File: src/rtl/memory_arbiter.sv
// Single-ported RAM arbiter between instruction fetch and data load/store; data has fixed priority.
// Define MEMORY_ARBITER_STARVE_GUARD_EN to force a fetch after STARVE_LIMIT data grants taken while a fetch waits.
module memory_arbiter #(
    parameter int WORD_W       = 32,
    parameter int STARVE_LIMIT = 4
) (
    input  logic              CLK,
    input  logic              nRST,
    input  logic              iREN,
    input  logic [WORD_W-1:0] iaddr,
    output logic              iwait,
    output logic [WORD_W-1:0] iload,
    input  logic              dREN,
    input  logic              dWEN,
    input  logic [WORD_W-1:0] daddr,
    input  logic [WORD_W-1:0] dstore,
    output logic              dwait,
    output logic [WORD_W-1:0] dload,
    output logic              ramREN,
    output logic              ramWEN,
    output logic [WORD_W-1:0] ramaddr,
    output logic [WORD_W-1:0] ramstore,
    input  logic [WORD_W-1:0] ramload,
    input  logic [1:0]        ramstate
);

    typedef enum logic [1:0] {
        IDLE = 2'd0,
        DACC = 2'd1,
        IACC = 2'd2
    } state_t;

    localparam logic [1:0] RAM_ACCESS = 2'd2;

    state_t state, next_state;
    logic   dreq;
    logic   access;
    logic   istarved;

    assign dreq   = dREN | dWEN;
    assign access = (ramstate == RAM_ACCESS);

`ifdef MEMORY_ARBITER_STARVE_GUARD_EN
    localparam int               CNT_W   = $clog2(STARVE_LIMIT + 1);
    localparam logic [CNT_W-1:0] CNT_MAX = CNT_W'(STARVE_LIMIT);

    logic [CNT_W-1:0] starve_cnt;

    // Counts data grants that jumped a waiting fetch; only IDLE cycles can grant.
    always_ff @(posedge CLK, negedge nRST) begin
        if (!nRST) begin
            starve_cnt <= '0;
        end else if (state == IDLE) begin
            if (!iREN || next_state == IACC) begin
                starve_cnt <= '0;
            end else if (next_state == DACC && starve_cnt != CNT_MAX) begin
                starve_cnt <= starve_cnt + 1'b1;
            end
        end
    end

    assign istarved = iREN && (starve_cnt == CNT_MAX);
`else
    // The limit only matters with the guard; it folds to a constant zero here.
    assign istarved = iREN & (STARVE_LIMIT < 0);
`endif

    always_ff @(posedge CLK, negedge nRST) begin
        if (!nRST) begin
            state <= IDLE;
        end else begin
            state <= next_state;
        end
    end

    always_comb begin
        next_state = state;
        case (state)
            IDLE: begin
                if (istarved) begin
                    next_state = IACC;
                end else if (dreq) begin
                    next_state = DACC;
                end else if (iREN) begin
                    next_state = IACC;
                end
            end
            DACC: begin
                if (!dreq || access) begin
                    next_state = IDLE;
                end
            end
            IACC: begin
                if (!iREN || access) begin
                    next_state = IDLE;
                end
            end
            default: next_state = IDLE;
        endcase
    end

    // A dropped request removes its enables at once, so an aborted access never completes.
    always_comb begin
        ramREN   = 1'b0;
        ramWEN   = 1'b0;
        ramaddr  = '0;
        ramstore = '0;
        iwait    = 1'b1;
        dwait    = 1'b1;
        iload    = '0;
        dload    = '0;
        case (state)
            DACC: begin
                ramaddr = daddr;
                if (dWEN) begin
                    ramWEN   = 1'b1;
                    ramstore = dstore;
                end else if (dREN) begin
                    ramREN = 1'b1;
                end
                if (dreq && access) begin
                    dwait = 1'b0;
                    if (!dWEN) begin
                        dload = ramload;
                    end
                end
            end
            IACC: begin
                ramaddr = iaddr;
                ramREN  = iREN;
                if (iREN && access) begin
                    iwait = 1'b0;
                    iload = ramload;
                end
            end
            default: ;
        endcase
    end

endmodule

File: config.mk
export PLATFORM = sky130hd
export DESIGN_NAME = memory_arbiter
export DESIGN_NICKNAME = d
export VERILOG_FILES = /design/src/rtl/memory_arbiter.sv
export SDC_FILE = /design/constraint.sdc
export NUM_CORES = 1
export LEC_CHECK = 0
export ABC_AREA = 1
export CAP_MARGIN = 20
export CORE_AREA = 3 3 102 104
export CTS_BUF_LIST = sky130_fd_sc_hd__clkbuf_8
export DETAILED_ROUTE_END_ITERATION = 16
export DIE_AREA = 0 0 105 107
export PLACE_DENSITY = 0.73
export SLEW_MARGIN = 20
export SYNTH_ARGS = -nofsm -noshare
export SYNTH_HDL_FRONTEND = slang
export SYNTH_SLANG_ARGS = --single-unit
File: constraint.sdc
create_clock -name CLK -period 1.5 [get_ports CLK]
set_clock_uncertainty 0.2 [all_clocks]
set_input_delay 0.3 -clock CLK [delete_from_list [all_inputs] [get_ports CLK]]
set_output_delay 0.3 -clock CLK [all_outputs]
set_load 0.05 [all_outputs]
==> results_dict.tcl <==
set metrics [dict create \
    netlist_area_sq_um 1510 \
    root_buffer "clkbuf_8" \
    slew_headroom_pct 83.3 \
    vias 3357 \
    initial_core_util_pct 15.6 \
    power_frac_clock_pct 3.1 \
    multi_input_area_sq_um 2390 \
    crit_family "buffers and inverters" \
    crit_arrival_ns 1.60 \
    yosysSeqAreaShare_pct 3.32 \
    nets 760 \
    crit_chain "inv_2 > ha_4 > buf_4 > nand2_1 > a21oi_4 > buf_12" \
    antennaDiodeCount 0 \
    first_pass_iters 6 \
    coreArea_sq_um 9640 \
    crit_type "flop to output pin" \
    critPathBufInv 3 \
    yosysUniqueCellTypes 20 \
    antenna_found_initial 0 \
    grt_overflow_total 0 \
    power.share.sequential_pct 1.3 \
    startpoint_type "flop" \
    portBuffers 266 \
    dp_slack_ns -0.695 \
    slowest_stage "dfrtp_1" \
    largest_reg_flops 2 \
    r2r_cells 10 \
    num_rows 36 \
    clk_pin_slew_worst_paths_ns 0.03 \
    critPathMaxStageDelay_ns 0.40 \
    syn_avg_cell_area_sq_um 4.73 \
    avgViaCountPerCell 4.47 \
    yosysTopAreaCell "nand2_1" \
    stdcell_area_sq_um 7570 \
    fin_cells 751 \
    period_share_pct 140 \
    yosys-top-cells-area "nand2_1 (18%), inv_1 (18%), nor2_1 (14%)" \
    regMostFlops "state" \
    place_area_sq_um 6940 \
    nFillCells 557 \
    outcome "finished, violations left" \
    cp_max_fo 9 \
    synth_nets 459 \
    gp_congestion 0.806 \
    setup_viol 134 \
    grt_max_degree 23 \
    cts.sinks 2 \
    ir_worst_vdd_mv 0.934 \
    combPwrFrac_pct 95.7 \
    period_needed_ns 2.10 \
    synth_seq_cells 2 \
    setup_tns_ns -71.15 \
    dieArea_sq_um 11200 \
    register_area_sq_um 51.3 \
    worst_setup_path_end_kind "output pin" \
    utilization_pct 78.5 \
    ant_nets 0 \
    swShare_pct 54.3 \
    synthCells 319 \
    drt_wl_total_um 14900 \
    die_y_um 107 \
    switchingPower_mw 4.17 \
    power_density_nw_per_um2 1010 \
    htree_levels 1 \
    drv_slew 0 \
    top_regs "state x2" \
    worst_slack_ns -0.598 \
    maxCapViolCount 0 \
    violations "setup timing" \
    drive_gt1_share_pct 56.3 \
    grt_pass1_vias 3708 \
    cp.depth 6 \
    die_x_um 105 \
    dpl.hpwl_um 11000 \
    rsz0062_at_grt "true" \
    fmax_mhz 477 \
    areaGrowthSynthToFinish_pct 402 \
    routedWlPerCell_um 19.8 \
    cts_tree "built" \
    hold_viol 0 \
    yosys_warnings 0 \
    yosysTopAreaCellShare_pct 18.2 \
    tightest_slew_ns 0.251 \
    power.leakage_nw 3.02 \
    internal_power_mw 3.51 \
    post-place-cells 732 \
    worstSkewPairLatency_ns 0.22 \
    io_pins 267 \
    clockBufferDepth 2 \
    total_power_mw 7.68 \
    grt_pass1_wl_um 22200 \
    crit_required_ns 1.00 \
    timing.hold.ws_ns 0.0541 \
    cts-buffers-inserted 3 \
    drc_errors 0 \
    min_path_type "input pin to async pin" \
    drt_iter0_drc 139 \
    grtUsageTotal_pct 25.7 \
]
## cell usage after synthesis
cell / count
dfrtp_1: 2
buf_2: 10
ha_1: 5
inv_1: 72
nand3_1: 5
nand3_4: 1
buf_6: 6
clkbuf_1: 3
nand2_4: 2
nand4_1: 3
nor2_2: 11
nor2_1: 55
nand2_2: 1
a21oi_1: 33
inv_2: 1
nor2_4: 1
nor3_2: 1
buf_1: 3
nand2_1: 73
nor3_1: 31
## routing by layer
layer  global-route usage, %  share of wire, %  vias to the layer above
met5                       0                 0                        -
met4                    9.37               3.3                        0
met3                    7.28               8.5                       30
met2                    52.0                57                      195
met1                    24.4                31                     1576
li1                        -                 -                     1556
## layout make-up
type	instances	share of cell area, %
well taps	133	2.20
clock buffers	3	0.546
inverters	73	3.74
repair buffers	318	61.3
flip-flops and latches	2	0.678
multi-input cells	222	31.6
## final timing paths
path	start	to	slack, ns
min reg2reg	state[1]	state[1]	0.38
max	state[0]	ramaddr[5]	-0.60
min in group CLK	state[1]	state[1]	0.38
max in group asynchronous	nRST	state[1]	0.90
max reg2reg	state[0]	state[1]	-0.29
min	nRST	state[1]	0.05
## timing repair
item                                   CTS  global route
gates resized for setup                 92             9
setup endpoints to repair              134           134
hold buffers                             0             0
setup buffers                           10             4
endpoints found under the hold margin    0             0
pin swaps                               43            14
gates cloned                             5             1
## power groups by stage
stage / logic [mW] / registers (mW) / clock network, mW
CTS: 7.23 / 0.0939 / 0.228
detailed placement: 6.77 / 0.0919 / 0
global route: 7.63 / 0.0984 / 0.244
floorplan: 4.03 / 0.0960 / 0
global placement: 6.65 / 0.0909 / 0
finish: 7.34 / 0.0967 / 0.236
## placed cells by master, fill, tap and decap left out
cell	count
clkinvlp_4	1
nor2_1	2
nand3_4	2
ha_4	5
nand3_1	1
nand4_1	3
clkbuf_8	3
dlygate4sd2_1	5
nor2_4	65
dfrtp_1	1
inv_1	66
clkdlybuf4s50_1	129
inv_2	4
buf_6	9
dfrtp_2	1
buf_4	25
nor3_4	32
clkbuf_16	1
buf_16	2
nand2_8	3
a21oi_4	33
buf_8	2
inv_4	2
nand2_1	63
nand2_2	6
nand2_4	4
nand3_2	3
buf_12	145
## kinds of logic after synthesis
family / share of synthesized area [%]
flip-flops: 3.32
adder cells (fa/ha/maj): 4.15
buffers and inverters: 27.5
AND/OR/NAND/NOR: 54.1
AO/OA/AOI/OAI: 11.0
(Power assumes the default switching activity.)
==> variant 1 (same settings) <==
Encoding of `state_t`: now one-hot (3 bits for 3 states).
--- a/src/rtl/memory_arbiter.sv
+++ b/src/rtl/memory_arbiter.sv
@@ -24,10 +24,10 @@
     input  logic [1:0]        ramstate
 );
 
-    typedef enum logic [1:0] {
-        IDLE = 2'd0,
-        DACC = 2'd1,
-        IACC = 2'd2
+    typedef enum logic [2:0] {
+        IDLE = 3'b001,
+        DACC = 3'b010,
+        IACC = 3'b100
     } state_t;
 
     localparam logic [1:0] RAM_ACCESS = 2'd2;
Behaviour: no difference found for any inputs over 10 cycles, from zero or initial values and one cycle with nRST low; not proved beyond that.
==> variant 1 against the original RTL <==
  * The flow still finishes with violations (negative setup slack)
  * Total power decreased by 32%
  * Sequential cell count increased by 1
  * Combinational power decreased by 35%
  * Global-route usage decreased by 5.3 points
  * Final area decreased by 5.0%
  * Die area unchanged
  * First-iteration DRC count decreased by 41%
  * Worst setup slack got worse by 120 ps
  * Wire length decreased by 16%
  * Count of clock-buffer cells in the layout unchanged
  * Synthesized area decreased by 20%
  * Critical path type unchanged
  * Critical endpoint is now ramaddr[27]
==> variant 1: results (changes against the original RTL) <==
metric;value;unit;change
outcome;finished, violations left;;
most common cell in the netlist;nor2_1;;
layout cell share with drive strength beyond 1;60.5;%;+4.2 points
placed instance count;658;;-10%
DRT iter0 DRCs;82;;-41%
met1 usage;20.4;%;-4.0 points
CP Launch Point;state[0]$_DFFE_PN1P_;;
Synth area leaders;nor2_1, a22o_1, inv_1;;
vias in the first global route;3254;;-12%
FF-to-FF setup slack;-140;ps;+150 ps
crit-path max cell delay;570;ps;+170 ps
M3 GR Usage;8.55;%;+1.3 points
Crit Path Max Fanout;12;;+3
largest net degree at the start of global routing;24;;+4.3%
Worst EP arrival;1720;ps;+120 ps
R2R Path End;state[2]$_DFFE_PN0P_;;
DPL Wire Length;9340;µm;-15%
commonest cells in the netlist;nor2_1, inv_1, nand2_1, a22o_1, buf_2;;
GPL Wtd Cong;0.788;;-2.2%
Synth cell types;16;;-20%
Routed WL;12500;µm;-16%
routed vias/inst;4.31;;-3.6%
sequential area share after synthesis;6.33;%;+3.0 points
wl on met1;4190;µm;-9.4%
failing checks;negative setup slack;;
Place WS;-737;ps;-42.0 ps
Switch Pwr;2.50;mW;-40%
Met3 Wirelength;1150;µm;-9.2%
Setup violations, final;134;;unchanged
final worst slack;-719;ps;-122 ps
termination of the worst setup path;ramaddr[27];;
## variant 1: changes by cell type in the layout (fill, tap and decap cells not counted), sizes merged, moves of 2 or more
cell / before / now
nor2: 67 / 102
ha: 5 / 0
clkbuf: 4 / 6
nand2: 76 / 40
inv: 72 / 43
a21oi: 33 / 1
o21ai: 0 / 2
nand3: 6 / 4
nor3: 32 / 1
a22o: 0 / 32
## variant 1: logic make-up (layout without fill, tap and decap cells)
logic type	Yosys count	count (layout)	synth area share, %
AOI/OAI and AO/OA	35	35	24.5
and+or+nand+nor	149	149	49.0
DFF	3	3	6.33
buffers and inverters	61	367	20.2
## variant 1: area by class of cell
| type | count | area, µm² |
|---|---|---|
| fill | 614 | 2450 |
| sequential | 3 | 76.3 |
| multi-input combinational | 184 | 1930 |
| inverter | 42 | 170 |
| clock inverter | 1 | 3.75 |
| timing repair buffer | 321 | 4800 |
| tap | 133 | 166 |
| clock buffer | 3 | 41.3 |
==> variant 2 (same flow settings) <==
Without the edit above. The parameter `WORD_W` goes from 32 to 28.
--- a/src/rtl/memory_arbiter.sv
+++ b/src/rtl/memory_arbiter.sv
@@ -1,7 +1,7 @@
 // Single-ported RAM arbiter between instruction fetch and data load/store; data has fixed priority.
 // Define MEMORY_ARBITER_STARVE_GUARD_EN to force a fetch after STARVE_LIMIT data grants taken while a fetch waits.
 module memory_arbiter #(
-    parameter int WORD_W       = 32,
+    parameter int WORD_W       = 28,
     parameter int STARVE_LIMIT = 4
 ) (
     input  logic              CLK,
Ports: changed (8 resized); port bits go from 267 to 235. The function was not compared with the original's and may differ.
==> variant 2 against the original RTL <==
  * The flow still finishes with violations (negative setup slack)
  * Worst setup slack better by 43 ps
  * Wire length is 29% lower
  * Final area fell by 8.9%
  * Sequential cell count is the same
  * Sequential power down 8.5%
  * Synthesized area is 4.7% lower
  * Total power decreased by 7.5%
  * Critical path depth increased by 1
  * Critical path type unchanged
  * Largest cell class unchanged
  * Highest routed layer unchanged
==> variant 2: results (changes against the original RTL) <==
metric;value;unit;change
Avg Cell Area, Syn;5.09;µm²;+7.8%
commonest cells in the netlist;inv_1, nand2_1, nor2_1, a21oi_1, nor3_2;;
Synth area leaders;inv_1, nand2_1, nor3_2;;
Worst EP arrival;1550;ps;-50 ps
Port-buffer cells;234;;-12%
first-pass GRT wire length;16300;µm;-26%
vias in the first global route;3162;;-15%
layout cell share with drive strength beyond 1;60.9;%;+4.6 points
syn nets;406;;-12%
DRT iter0 DRCs;47;;-66%
Leak;2.75;nW;-8.8%
Relative slew margins;84.6;%;+1.3 points
routed len/inst;15.6;µm;-21%
DP Area;0.00639;mm²;-7.9%
routed vias/inst;4.26;;-4.7%
gr usage total;18.0;%;-7.8 points
placed instance count;666;;-9.0%
Crit Path Max Fanout;7;;-2
Worst-Skew Late Latency;210;ps;
outcome;finished, violations left;;
Max VDD drop;1220;µV;+30%
cts bufs inserted;3;;unchanged
Vias;2909;;-13%
final routed DRC violation total;0;;unchanged
final net count;676;;-11%
Setup violations, final;116;;-13%
largest net degree at the start of global routing;16;;-30%
failing checks;negative setup slack;;
DPL Wire Length;8760;µm;-20%
GPL Wtd Cong;0.793;;-1.5%
sequential area share after synthesis;3.48;%;+0.16 points
final worst slack;-555;ps;+42.6 ps
Detailed Routing Iterations Pass 1;4;;-2
crit-path max cell delay;390;ps;
## variant 2: changes by cell type after synthesis, moves of 2 or more
cell     unedited run  this run
buf_6               6         4
nor3_1             31         8
buf_2              10         7
buf_1               3         0
nor2_1             55        52
a21oi_1            33        29
nor3_2              1        20
buf_4               0         3
nor2_2             11         6
nand2_1            73        64
inv_1              72        64
## variant 2: cells by family (layout without fill, tap and decap cells)
logic type,after synthesis,in the layout,share of synthesized area (%)
compound gates,29,29,10.1
fa+ha+maj,5,5,4.36
buf+inv,82,350,24.9
flops,2,2,3.48
simple gates,164,164,57.1
## variant 2: what timing repair did
| item | 4_1_cts | 5_1_grt |
|---|---|---|
| buffers inserted | 5 | 1 |
| hold endpoints to repair | 0 | 0 |
| pin swaps | 38 | 14 |
| gates cloned | 6 | 2 |
| resized for setup | 50 | 16 |
| endpoints found under the setup margin | 118 | 118 |
## variant 2: worst paths after layout
check / from / to / slack [ps] / depth (start not counted)
max in group asynchronous: nRST / state[0]$_DFFE_PN0P_ / 910 / 1
max: state[1]$_DFFE_PN0P_ / ramaddr[16] / -550 / 7
min reg2reg: state[0]$_DFFE_PN0P_ / state[0]$_DFFE_PN0P_ / 440 / 3
max reg2reg: state[0]$_DFFE_PN0P_ / state[0]$_DFFE_PN0P_ / 10 / 7
min: nRST / state[1]$_DFFE_PN0P_ / 60 / 1
min in group CLK: state[0]$_DFFE_PN0P_ / state[0]$_DFFE_PN0P_ / 440 / 3
## variant 2: routing by layer
| layer | track usage (%) | part of all wire [%] | vias up |
|---|---|---|---|
| met5 | 0 | 0 | - |
| met4 | 2.91 | 0.98 | 0 |
| met3 | 4.09 | 7.5 | 8 |
| met2 | 36.8 | 58 | 145 |
| met1 | 18.7 | 34 | 1371 |
| li1 | - | - | 1385 |
## variant 2: through the flow
step | TNS (ps) | hold WS [ps] | total power, mW | setup slack (ps)
after detailed placement | -60880 | 280 | 6.04 | -649
after global placement | -57590 | 274 | 5.94 | -618
after CTS | -60570 | 59.8 | 6.91 | -558
after global routing | -66700 | 71.8 | 7.36 | -618
after floorplan | -42030 | -196 | 3.66 | -449
final | -58640 | 63.9 | 7.10 | -555
## variant 2: power breakdown
| group | internal (mW) | leakage (nW) | switching, mW |
|---|---|---|---|
| clock | 0.170 | 0.0216 | 0.0411 |
| combinational | 3.13 | 2.71 | 3.67 |
| sequential | 0.0726 | 0.0258 | 0.0159 |
| total | 3.37 | 2.75 | 3.73 |
## variant 2: area by class of cell
class,count,area (µm²)
fill,651,2740
tap,133,166
timing repair buffer,282,4220
inverter,65,250
multi-input combinational,198,2170
sequential,2,50.0
clock buffer,3,41.3
